`src/rtl/uart_pkg.sv`:
```
// Shared UART definitions for the transmit and receive paths:
// FSM state encoding, data width and idle line level.
package uart_pkg;
  localparam int   DATA_BITS  = 8;
  localparam logic IDLE_LEVEL = 1'b1;

  typedef enum logic [1:0] {
    IDLE  = 2'd0,
    START = 2'd1,
    DATA  = 2'd2,
    STOP  = 2'd3
  } tx_state_t;
endpackage

```
`src/rtl/tx_bit_timer.sv`:
```
// Bit-period timer: counts 0..CLKS_PER_BIT-1 while enabled and pulses
// o_bit_strobe in the last clock of every bit period.
module tx_bit_timer #(
  parameter int CLKS_PER_BIT = 10
) (
  input  logic clk,
  input  logic rst,
  input  logic i_enable,
  input  logic i_clear,
  output logic o_bit_strobe
);
  localparam int CW = (CLKS_PER_BIT > 1) ? $clog2(CLKS_PER_BIT) : 1;
  localparam logic [CW-1:0] TERMINAL = CW'(CLKS_PER_BIT - 1);

  logic [CW-1:0] r_count;
  logic          w_terminal;

  assign w_terminal   = (r_count == TERMINAL);
  assign o_bit_strobe = i_enable && w_terminal;

  always_ff @(posedge clk) begin
    if (rst || i_clear) begin
      r_count <= '0;
    end else if (i_enable) begin
      r_count <= w_terminal ? '0 : r_count + 1'b1;
    end
  end
endmodule

```
`src/rtl/tx_block.sv`:
```
// UART transmitter (8 data bits, no parity, 1 or 2 stop bits) with a
// one-entry holding buffer so back-to-back frames leave no idle gap.
module tx_block
  import uart_pkg::*;
#(
  parameter int CLKS_PER_BIT = 10,
  parameter int STOP_BITS    = 1
) (
  input  logic       clk,
  input  logic       rst,
  input  logic [7:0] tx_data,
  input  logic       load_data,
  input  logic       clear_error,
  output logic       serial_out,
  output logic       buffer_empty,
  output logic       tx_busy,
  output logic       tx_done,
  output logic       overrun_error
);
  localparam logic [2:0] LAST_DATA_BIT = 3'(DATA_BITS - 1);
  localparam logic       LAST_STOP_BIT = 1'(STOP_BITS - 1);

  tx_state_t  r_state;
  logic [7:0] r_buf;
  logic       r_buf_full;
  logic [7:0] r_shift;
  logic [2:0] r_bit_cnt;
  logic       r_stop_cnt;
  logic       r_serial_out;
  logic       r_overrun;

  logic w_strobe;
  logic w_stop_last;
  logic w_transfer;
  logic w_accept;
  logic w_overrun;

  tx_bit_timer #(
    .CLKS_PER_BIT(CLKS_PER_BIT)
  ) u_timer (
    .clk         (clk),
    .rst         (rst),
    .i_enable    (r_state != IDLE),
    .i_clear     (r_state == IDLE),
    .o_bit_strobe(w_strobe)
  );

  // The buffer empties into the shift register either from IDLE or in the very
  // last cycle of the final stop bit, which is what makes frames back-to-back.
  assign w_stop_last = (r_state == STOP) && w_strobe && (r_stop_cnt == LAST_STOP_BIT);
  assign w_transfer  = r_buf_full && ((r_state == IDLE) || w_stop_last);
  assign w_accept    = load_data && (!r_buf_full || w_transfer);
  assign w_overrun   = load_data && r_buf_full && !w_transfer;

  always_ff @(posedge clk) begin
    if (rst) begin
      r_buf_full <= 1'b0;
      r_buf      <= '0;
      r_overrun  <= 1'b0;
    end else begin
      if (w_accept) begin
        r_buf      <= tx_data;
        r_buf_full <= 1'b1;
      end else if (w_transfer) begin
        r_buf_full <= 1'b0;
      end
      if (w_overrun) begin
        r_overrun <= 1'b1;
      end else if (clear_error) begin
        r_overrun <= 1'b0;
      end
    end
  end

  always_ff @(posedge clk) begin
    if (rst) begin
      r_state      <= IDLE;
      r_shift      <= '0;
      r_bit_cnt    <= '0;
      r_stop_cnt   <= 1'b0;
      r_serial_out <= IDLE_LEVEL;
    end else begin
      case (r_state)
        IDLE: begin
          if (w_transfer) begin
            r_state      <= START;
            r_shift      <= r_buf;
            r_serial_out <= 1'b0;
          end
        end
        START: begin
          if (w_strobe) begin
            r_state      <= DATA;
            r_bit_cnt    <= '0;
            r_serial_out <= r_shift[0];
          end
        end
        DATA: begin
          if (w_strobe) begin
            if (r_bit_cnt == LAST_DATA_BIT) begin
              r_state      <= STOP;
              r_stop_cnt   <= 1'b0;
              r_serial_out <= IDLE_LEVEL;
            end else begin
              r_bit_cnt    <= r_bit_cnt + 1'b1;
              r_shift      <= r_shift >> 1;
              r_serial_out <= r_shift[1];
            end
          end
        end
        STOP: begin
          if (w_stop_last) begin
            if (w_transfer) begin
              r_state      <= START;
              r_shift      <= r_buf;
              r_serial_out <= 1'b0;
            end else begin
              r_state <= IDLE;
            end
          end else if (w_strobe) begin
            r_stop_cnt <= r_stop_cnt + 1'b1;
          end
        end
        default: r_state <= IDLE;
      endcase
    end
  end

  assign serial_out    = r_serial_out;
  assign buffer_empty  = !r_buf_full;
  assign tx_busy       = (r_state != IDLE);
  assign tx_done       = w_stop_last;
  assign overrun_error = r_overrun;
endmodule

```
`config.mk`:
```
export PLATFORM = sky130hd
export DESIGN_NAME = tx_block
export DESIGN_NICKNAME = d
export VERILOG_FILES = /design/src/rtl/uart_pkg.sv /design/src/rtl/tx_bit_timer.sv /design/src/rtl/tx_block.sv
export SDC_FILE = /design/constraint.sdc
export NUM_CORES = 1
export LEC_CHECK = 0
export ABC_AREA = 1
export BUFFER_PORTS_ARGS = -buffer_cell sky130_fd_sc_hd__buf_2
export CAP_MARGIN = 20
export CORE_MARGIN = 8
export CORE_UTILIZATION = 56
export DETAILED_ROUTE_END_ITERATION = 6
export GPL_TIMING_DRIVEN = 0
export PLACE_DENSITY = 0.85
export SLEW_MARGIN = 20
export SYNTH_ARGS = -nofsm -noshare
export SYNTH_HDL_FRONTEND = slang
export SYNTH_SLANG_ARGS = --single-unit
```
`constraint.sdc`:
```
create_clock -name clk -period 1.8 [get_ports clk]
set_input_delay 0.36 -clock clk [delete_from_list [all_inputs] [get_ports clk]]
set_output_delay 0.36 -clock clk [all_outputs]
set_load 0.1 [all_outputs]
```
After elaboration in Yosys (flattened, before gate mapping) --
Index checks and enable logic that the tools add are counted.
Operators by class: bitwise logic cells 1, equal/unequal tests 13, muxes and demuxes 32, reduce and logical (&&, ||, !) cells 24, add/subtract/negate cells 3
Operators by type and width (number):
- $mux 8 | 4
- $pmux 8 s3 | 1
- $ne 2x2->1 const B | 8
- $mux 1 | 14
- $mux 2 | 5
- $reduce_and 5->1 | 2
- $reduce_bool 2->1 | 5
- $mux 3 | 3
- $pmux 2 s4 | 1
- $reduce_and 4->1 | 2
- $logic_and 1x1->1 | 7
- $pmux 3 s2 | 1
- $add 4x1->4 const B | 1
- $eq 2x2->1 const B | 2
- $eq 4x4->1 const B | 1
- $mux 4 | 1
- $pmux 1 s4 | 1
- $add 3x1->3 const B | 1
- $eq 3x3->1 const B | 1
- $logic_or 1x1->1 | 3
- $reduce_and 3->1 | 1
- $reduce_bool 3->1 | 1
- $eq 2x1->1 const B | 1
- $logic_not 1->1 | 2
- other kinds (4) | 4
Storage, ports and cells: register bits 29, input port bits 12, logic and storage cells 82, output and inout port bits 5

Depth between registers and ports, before layout --
Gate-level depths: netlist of run 1.
depth in word-level cells 9, mapped depth 13, mapped depth without buffers 11

By module --
A second synthesis of run 1 with hierarchy kept.
Second synthesis, totals: cell total of the unflattened synthesis 199, area total of the unflattened synthesis 1470.2 µm²
By module, submodules not included:
- tx_block | seq. area each 500.5 µm², times used 1, area each 1275.0 µm², cells an instance 170
- tx_bit_timer | seq. area each 80.1 µm², times used 1, area each 195.2 µm², cells an instance 29

Least setup slack after synthesis of run 1 --
OpenSTA, ideal clock, no wires.
path type register to output, from reg r_state[0], to out tx_done, cell stages (with the launch flop) 6, arrival 2.548 ns, data required time 1.440 ns, setup slack -1.108 ns, buffers on the path 0, cell sequence dfxtp_1 -> inv_1 -> ha_1 -> clkinv_1 -> nand3_2 -> nor2_1
Between the ends: cells in the longest elaborated chain, start to end 4, elaborated cells between the ends (all ways) 5, classes of those cells eq/ne: 1; reduce/logical: 4
RTL lines:
- start: declaration | RTL line tx_block.sv:23 | tx_state_t r_state;
- start signal: assignment | RTL line tx_block.sv:77 | r_state <= IDLE;
- start signal: assignment | RTL line tx_block.sv:86 | r_state <= START;
- start signal: assignment | RTL line tx_block.sv:93 | r_state <= DATA;
- $reduce_bool 2->1
- named net tx_busy | RTL line tx_block.sv:16 | output logic tx_busy,
- $logic_and 1x1->1 | RTL line tx_bit_timer.sv:19 | assign o_bit_strobe = i_enable && w_terminal;
- $logic_and 1x1->1 (2 in series) | RTL line tx_block.sv:50 | assign w_stop_last = (r_state == STOP) && w_strobe && (r_stop_cnt == LAST_STOP_BIT);
- end: declaration | RTL line tx_block.sv:17 | output logic tx_done,
The timed path passes the listed nets, and every way through them passes these cells.

Worst setup path after layout of run 1 --
from reg r_state[0], to out tx_done
Between the ends: cells in the longest elaborated chain, start to end 4, elaborated cells between the ends (all ways) 5, classes of those cells eq/ne: 1; reduce/logical: 4
RTL lines:
- $reduce_bool 2->1 | RTL line tx_block.sv:43 | .i_enable (r_state != IDLE),
- $logic_and 1x1->1 | RTL line tx_bit_timer.sv:19
- $logic_and 1x1->1 (*) (2 in series) | RTL line tx_block.sv:50
Every way passes the cells marked *; elsewhere a longest branch is shown, timed or not.

==> metrics.yaml, run 1 <==
placed_design:
  port_buffers: 16
  preCtsSetupSlack_ps: 36.9
  routabilityCongestion: 0.779
  dpl_cell_area_um2: 1610
  dp.cells: 253
  hpwlAfterDp_um: 2140
pwr:
  irDropWorstVdd_mv: 1.14
  powerDensity_nw_per_um2: 1470
  p_leak_nw: 0.854
timing:
  fmax_ghz: 0.548
  hold_violations: 0
  fin_ws_ps: -24.9
  tightest_slew_ps: 497
  setup_viol: 1
  rsz0062_at_grt: "true"
  min_period_over_period_pct: 101
  period_needed_ps: 1820
  slew_violations: 0
  slew_headroom_pct: 67.1
  finClkSkew_ps: 11.4
synth:
  ys_types: 27
  synth-edff-count: 0
  synth_commonest_cells: "nor2_1 (41), nand2_1 (38), dfxtp_1 (29), inv_1 (27), o21ai_0 (17)"
  synth_most_common_cell: "nor2_1"
  synthArstFlopShare_pct: 0
  ys_ff_latch: 29
  synth_ff_type: "dfxtp_1"
  yosysSeqAreaShare_pct: 39.6
  synth_top_area_share_pct: 39.6
  synth_area_um2: 1470
  synth_area_leaders: "dfxtp_1 (40%), nor2_1 (10%), nand2_1 (9.7%)"
  synth_cells: 207
  yosys_warnings: 0
  synth_nets: 225
  synth_area_per_cell_um2: 7.09
  synth.largest_area_cell: "dfxtp_1"
drt:
  drtPass1Iterations: 4
  wl_per_cell_um: 11.8
  wirelength_um: 3120
  drt_iter0_drc: 54
  ant_nets: 0
  vias: 1347
  route.detailed.drc: 0
  detail_route.vias_per_cell: 5.08
worst_setup_path:
  startpoint_type: "register"
  criticalPathCategory: "register to output port"
  required_ps: 1440
  crit_path_end_kind: "output port"
  worst-path-max-fanout: 9
  arrival_ps: 1460
clocking:
  clockBufferDepth: 2
  clock-root-buffer: "clkbuf_4"
  cts_hold_buf: 0
  clock-sinks: 29
  cts_tree: "yes"
  htree_levels: 2
  cts-buffers-inserted: 5
  cts.clk_slew.worst_paths_ps: 90
  worst_skew_pair.late_latency_ps: 340
global_route:
  grt_max_degree: 11
  grt_pass1_vias: 1238
  grtUsageTotal_pct: 14.8
  antenna_found_initial: 0
  grt_pass1_wl_um: 5170
  grt-ovfl-total: 0
status:
  violations: "setup timing"
  status: "finished, violations left"
finish:
  syn2layout_area_growth_pct: 21.7
  nets: 252
  diodes: 0
  drive_gt1_share_pct: 26.0
  instances_no_fill: 265
  design_area_um2: 1790
worst_hold_path:
  hold_class: "input pin to register"
die:
  fp.dieArea_um2: 4520
  die_h_um: 67.2
  start_util_pct: 59.2
  core_area_um2: 2480
  ios: 17
  floorplan.rows: 18
  fp.dieW_um: 67.2
job:
  cap_violations: 0
-- metrics by stage --
stage               hold WS [ps]  setup TNS (ps)  power, W  utilization, %
CTS                          251           -63.6   0.00254            69.4
global route                 255            -323   0.00280            72.1
detailed placement           442               0   0.00195            64.9
global placement             437               0   0.00193            64.9
finish                       264           -24.9   0.00262            72.1
floorplan                    422               0   0.00177               -
-- cell families after synthesis --
logic type,Yosys count,share of synthesized area (%)
and+or+nand+nor,109,33.8
buffers and inverters,34,10.2
DFF,29,39.6
AOI/OAI and AO/OA,28,10.6
adders and majority gates,6,5.11
muxes,1,0.682
-- registers in the layout, summed over array words and instances (netlist names) --
register,flops
r_buf,8
r_shift,8
u_timer.r_count,4
r_bit_cnt,3
r_state,2
overrun_error,1
r_buf_full,1
r_stop_cnt,1
serial_out,1
-- critical path: stages, from the launching register on --
cell	delay, ps
dfxtp_4	390
inv_1	60
ha_2	200
clkinv_4	90
nand3_4	100
nor2_4	110
buf_12	180
-- cell type report --
type / count / area (um^2)
inverter: 29 / 116
tap: 30 / 37.5
clock inverter: 1 / 30.0
timing repair buffer: 20 / 128
clock buffer: 7 / 55.1
buffer: 5 / 41.3
sequential: 29 / 588
fill: 198 / 692
multi-input combinational: 144 / 790
-- metal layers --
metal  part of all wire [%]  up-vias  GRT usage (%)
li1                       -      703              -
met1                     48      609           18.6
met2                     45       26           21.7
met3                    3.8        9           4.14
met4                    2.7        0           9.66
met5                      0        -              0
-- worst paths after layout --
kind,start,endpoint,slack (ps),depth (start not counted)
setup / recovery,r_state[0],tx_done,-20,6
hold reg to reg,r_stop_cnt,r_stop_cnt,470,2
setup reg to reg,r_state[0],r_shift[2],40,12
hold / removal,rst,r_bit_cnt[1],260,2
-- what timing repair did --
| item | 4_1_cts | 5_1_grt |
|---|---|---|
| pin swaps | 0 | 2 |
| setup buffers | 0 | 4 |
| setup endpoints to repair | 3 | 21 |
| gates resized for setup | 9 | 10 |
-- power by group --
group          total [W]  internal, W  switching, W  leakage [nW]
Sequential      0.000887     0.000798     0.0000892         0.239
Clock           0.000565     0.000331      0.000233        0.0455
Combinational    0.00117     0.000388      0.000780         0.569
Total            0.00262      0.00152       0.00110         0.854
-- cells in the final DEF (no fill, tap or decap), types with 2 or more instances in the layout --
cell type	n
buf_6	3
a21oi_1	6
o21ai_0	17
nor2_4	4
dfxtp_4	2
buf_4	5
nand2_1	37
nand3_1	8
nor2_1	36
inv_1	26
nand2_4	2
nand2_2	10
buf_2	14
ha_1	4
nor2_2	4
clkbuf_1	2
dfxtp_1	27
clkbuf_4	5
nor3_1	3
(Power assumes the default switching activity.)
==> run 2: changes to the inputs <==
--- a/config.mk
+++ b/config.mk
@@ -9,10 +9,11 @@
 export BUFFER_PORTS_ARGS = -buffer_cell sky130_fd_sc_hd__buf_2
 export CAP_MARGIN = 20
 export CORE_MARGIN = 8
-export CORE_UTILIZATION = 56
+export CORE_UTILIZATION = 59
+export CTS_BUF_LIST = sky130_fd_sc_hd__clkbuf_2
 export DETAILED_ROUTE_END_ITERATION = 6
 export GPL_TIMING_DRIVEN = 0
-export PLACE_DENSITY = 0.85
+export PLACE_DENSITY = 0.88
 export SLEW_MARGIN = 20
 export SYNTH_ARGS = -nofsm -noshare
 export SYNTH_HDL_FRONTEND = slang
==> run 2 against run 1 <==
  * The run still ends with setup timing left
  * Sequential share of layout area increased by 0.80 points
  * Non-clock buffer count increased by 2
  * First-iteration DRC count increased by 28%
  * Final cell count increased by 0.75%
  * Utilization increased by 0.26 points
  * Worst hold slack got worse by 51 ps
  * Register-to-register slack got worse by 100 ps
  * Die area decreased by 3.9%
  * Sequential power increased by 0.7%
  * Flip-flop and latch count unchanged
  * Setup slack got worse by 53 ps
  * Fmax decreased by 2.8%
  * Critical path type unchanged
  * Critical endpoint unchanged
  * Largest power group unchanged
  * Highest routed layer unchanged
==> metrics.yaml, run 2 (synthesized netlist as in run 1, its figures left out) <==
clocking:
  cts.clk_slew.worst_paths_ps: 160
  clock-root-buffer: "clkbuf_2"
  clockBufferDepth: 2
  cts_tree: "yes"
  cts-buffers-inserted: 5
  cts_hold_buf: 0
  htree_levels: 2
  worst_skew_pair.late_latency_ps: 390
  clock-sinks: 29
worst_setup_path:
  regToRegSetupSlack_ps: -60
  r2r_start: "r_state[0]"
  startpoint_type: "register"
  required_ps: 1440
  criticalPathCategory: "register to output port"
  arrival_ps: 1520
  r2r-end: "r_state[0]"
  worst-path-max-fanout: 4
  crit_path_end_kind: "output port"
  r2r_cells: 11
drt:
  detail_route.vias_per_cell: 5.26
  drtPass1Iterations: 4
  route.detailed.drc: 0
  wl_met1_um: 1490
  wl_per_cell_um: 12.6
  ant_nets: 0
  vias: 1405
  met3_length_um: 208
  wirelength_um: 3360
  routed.top_layer: "met4"
  dr_wl_met2_um: 1530
  drt_iter0_drc: 69
pwr:
  irDropWorstVdd_mv: 1.18
  powerDensity_nw_per_um2: 1410
  power.share.switching_pct: 47.2
  intPower_w: 0.00130
  p_leak_nw: 0.842
  p_seq_share_pct: 36.4
  clockPowerShare_pct: 14.0
  p_comb_share_pct: 49.6
  switchingPower_w: 0.00116
die:
  floorplan.rows: 18
  die_h_um: 65.9
  start_util_pct: 60.9
  fp.dieW_um: 65.9
  fp.dieArea_um2: 4340
  core_area_um2: 2410
  ios: 17
finish:
  design_area_um2: 1740
  syn2layout_area_growth_pct: 18.8
  diodes: 0
  layout_common_cells: "nand2_1 (37), nor2_1 (37), dfxtp_1 (27)"
  fill_cells: 171
  drive_gt1_share_pct: 27.0
  nets: 254
  largestRegisters: "r_buf x8, r_shift x8, u_timer.r_count x4"
global_route:
  antenna_found_initial: 0
  grtUsageTotal_pct: 15.3
  grt_max_degree: 11
  grt-ovfl-total: 0
  grt_pass1_vias: 1229
  grt_pass1_wl_um: 5150
placed_design:
  dpl_cell_area_um2: 1610
  preCtsSetupSlack_ps: 32.9
  hpwlAfterDp_um: 2150
  routabilityCongestion: 0.779
  port_buffers: 16
status:
  violations: "setup timing"
  status: "finished, violations left"
worst_hold_path:
  hp-start: "tx_data[7]"
  holdPathEnd: "r_buf[7]"
  whs_path_depth: 3
  hold_class: "input pin to register"
timing:
  rsz0062_at_grt: "true"
  min_period_over_period_pct: 104
  fmax_ghz: 0.533
  hold_violations: 0
  slew_violations: 0
  slew_headroom_pct: 67.1
  finClkSkew_ps: 22.2
  period_needed_ps: 1880
  tightest_slew_ps: 490
  fin_ws_ps: -77.8
  setup_viol: 2
job:
  cap_violations: 0
run 2: cell count changes in the layout (fill, tap and decap cells not counted), sizes merged:
| cell | delta |
|---|---|
| buf | +2 |
| clkbuf | -2 |
| clkinv | +2 |
| bufinv | -1 |
| clkinvlp | +1 |
run 2: final cells by class:
class / instances / area [um^2] / share of cell area (%)
buffer: 5 / 41.3 / 2.37
clock buffer: 5 / 25.0 / 1.44
clock inverter: 3 / 17.5 / 1.01
inverter: 29 / 114 / 6.53
multi-input combinational: 144 / 777 / 44.6
sequential: 29 / 588 / 33.7
tap: 30 / 37.5 / 2.15
timing repair buffer: 22 / 143 / 8.18
run 2: through the flow:
step | util (%) | total power (W) | instances | TNS (ps) | hold slack, ps
4_1_cts | 69.5 | 0.00231 | 261 | -89.7 | 198
5_1_grt | 72.3 | 0.00261 | 267 | -636 | 204
6_report | 72.3 | 0.00245 | 267 | -139 | 212
3_3_place_gp | 66.8 | 0.00193 | 253 | 0 | 437
3_5_place_dp | 66.8 | 0.00196 | 253 | 0 | 443
2_1_floorplan | - | 0.00177 | 207 | 0 | 422
run 2: what timing repair did:
item	in CTS	in global routing
setup buffers	0	6
endpoints found under the setup margin	2	13
pin swaps	0	3
gates resized for setup	8	9
run 2: worst max path at each step:
| stage | end | start |
|---|---|---|
| final | tx_done | r_state[1] |
| after global routing | r_state[0] | r_state[0] |
| after CTS | tx_done | r_state[0] |
| after detailed placement | r_shift[1] | r_state[0] |
| after global placement | r_shift[2] | r_state[0] |
| after floorplan | tx_done | r_state[1] |
run 2: critical path: stages, from the launching register on:
cell     delay (ps)
dfxtp_4         410
ha_4            150
inv_1            60
nor2_2          150
inv_2            80
nor2_4          130
buf_12          180
run 2: power groups by stage:
stage	combinational (W)	clock, W	sequential [W]
2_1_floorplan	0.000805	0	0.000965
4_1_cts	0.00108	0.000342	0.000880
6_report	0.00122	0.000343	0.000893
5_1_grt	0.00132	0.000373	0.000913
3_3_place_gp	0.00104	0	0.000887
3_5_place_dp	0.00107	0	0.000893
run 2: layer usage:
layer	vias to the layer above	GRT usage [%]
met4	0	10.6
met3	14	4.41
met5	-	0
met1	634	18.2
li1	705	-
met2	52	23.1
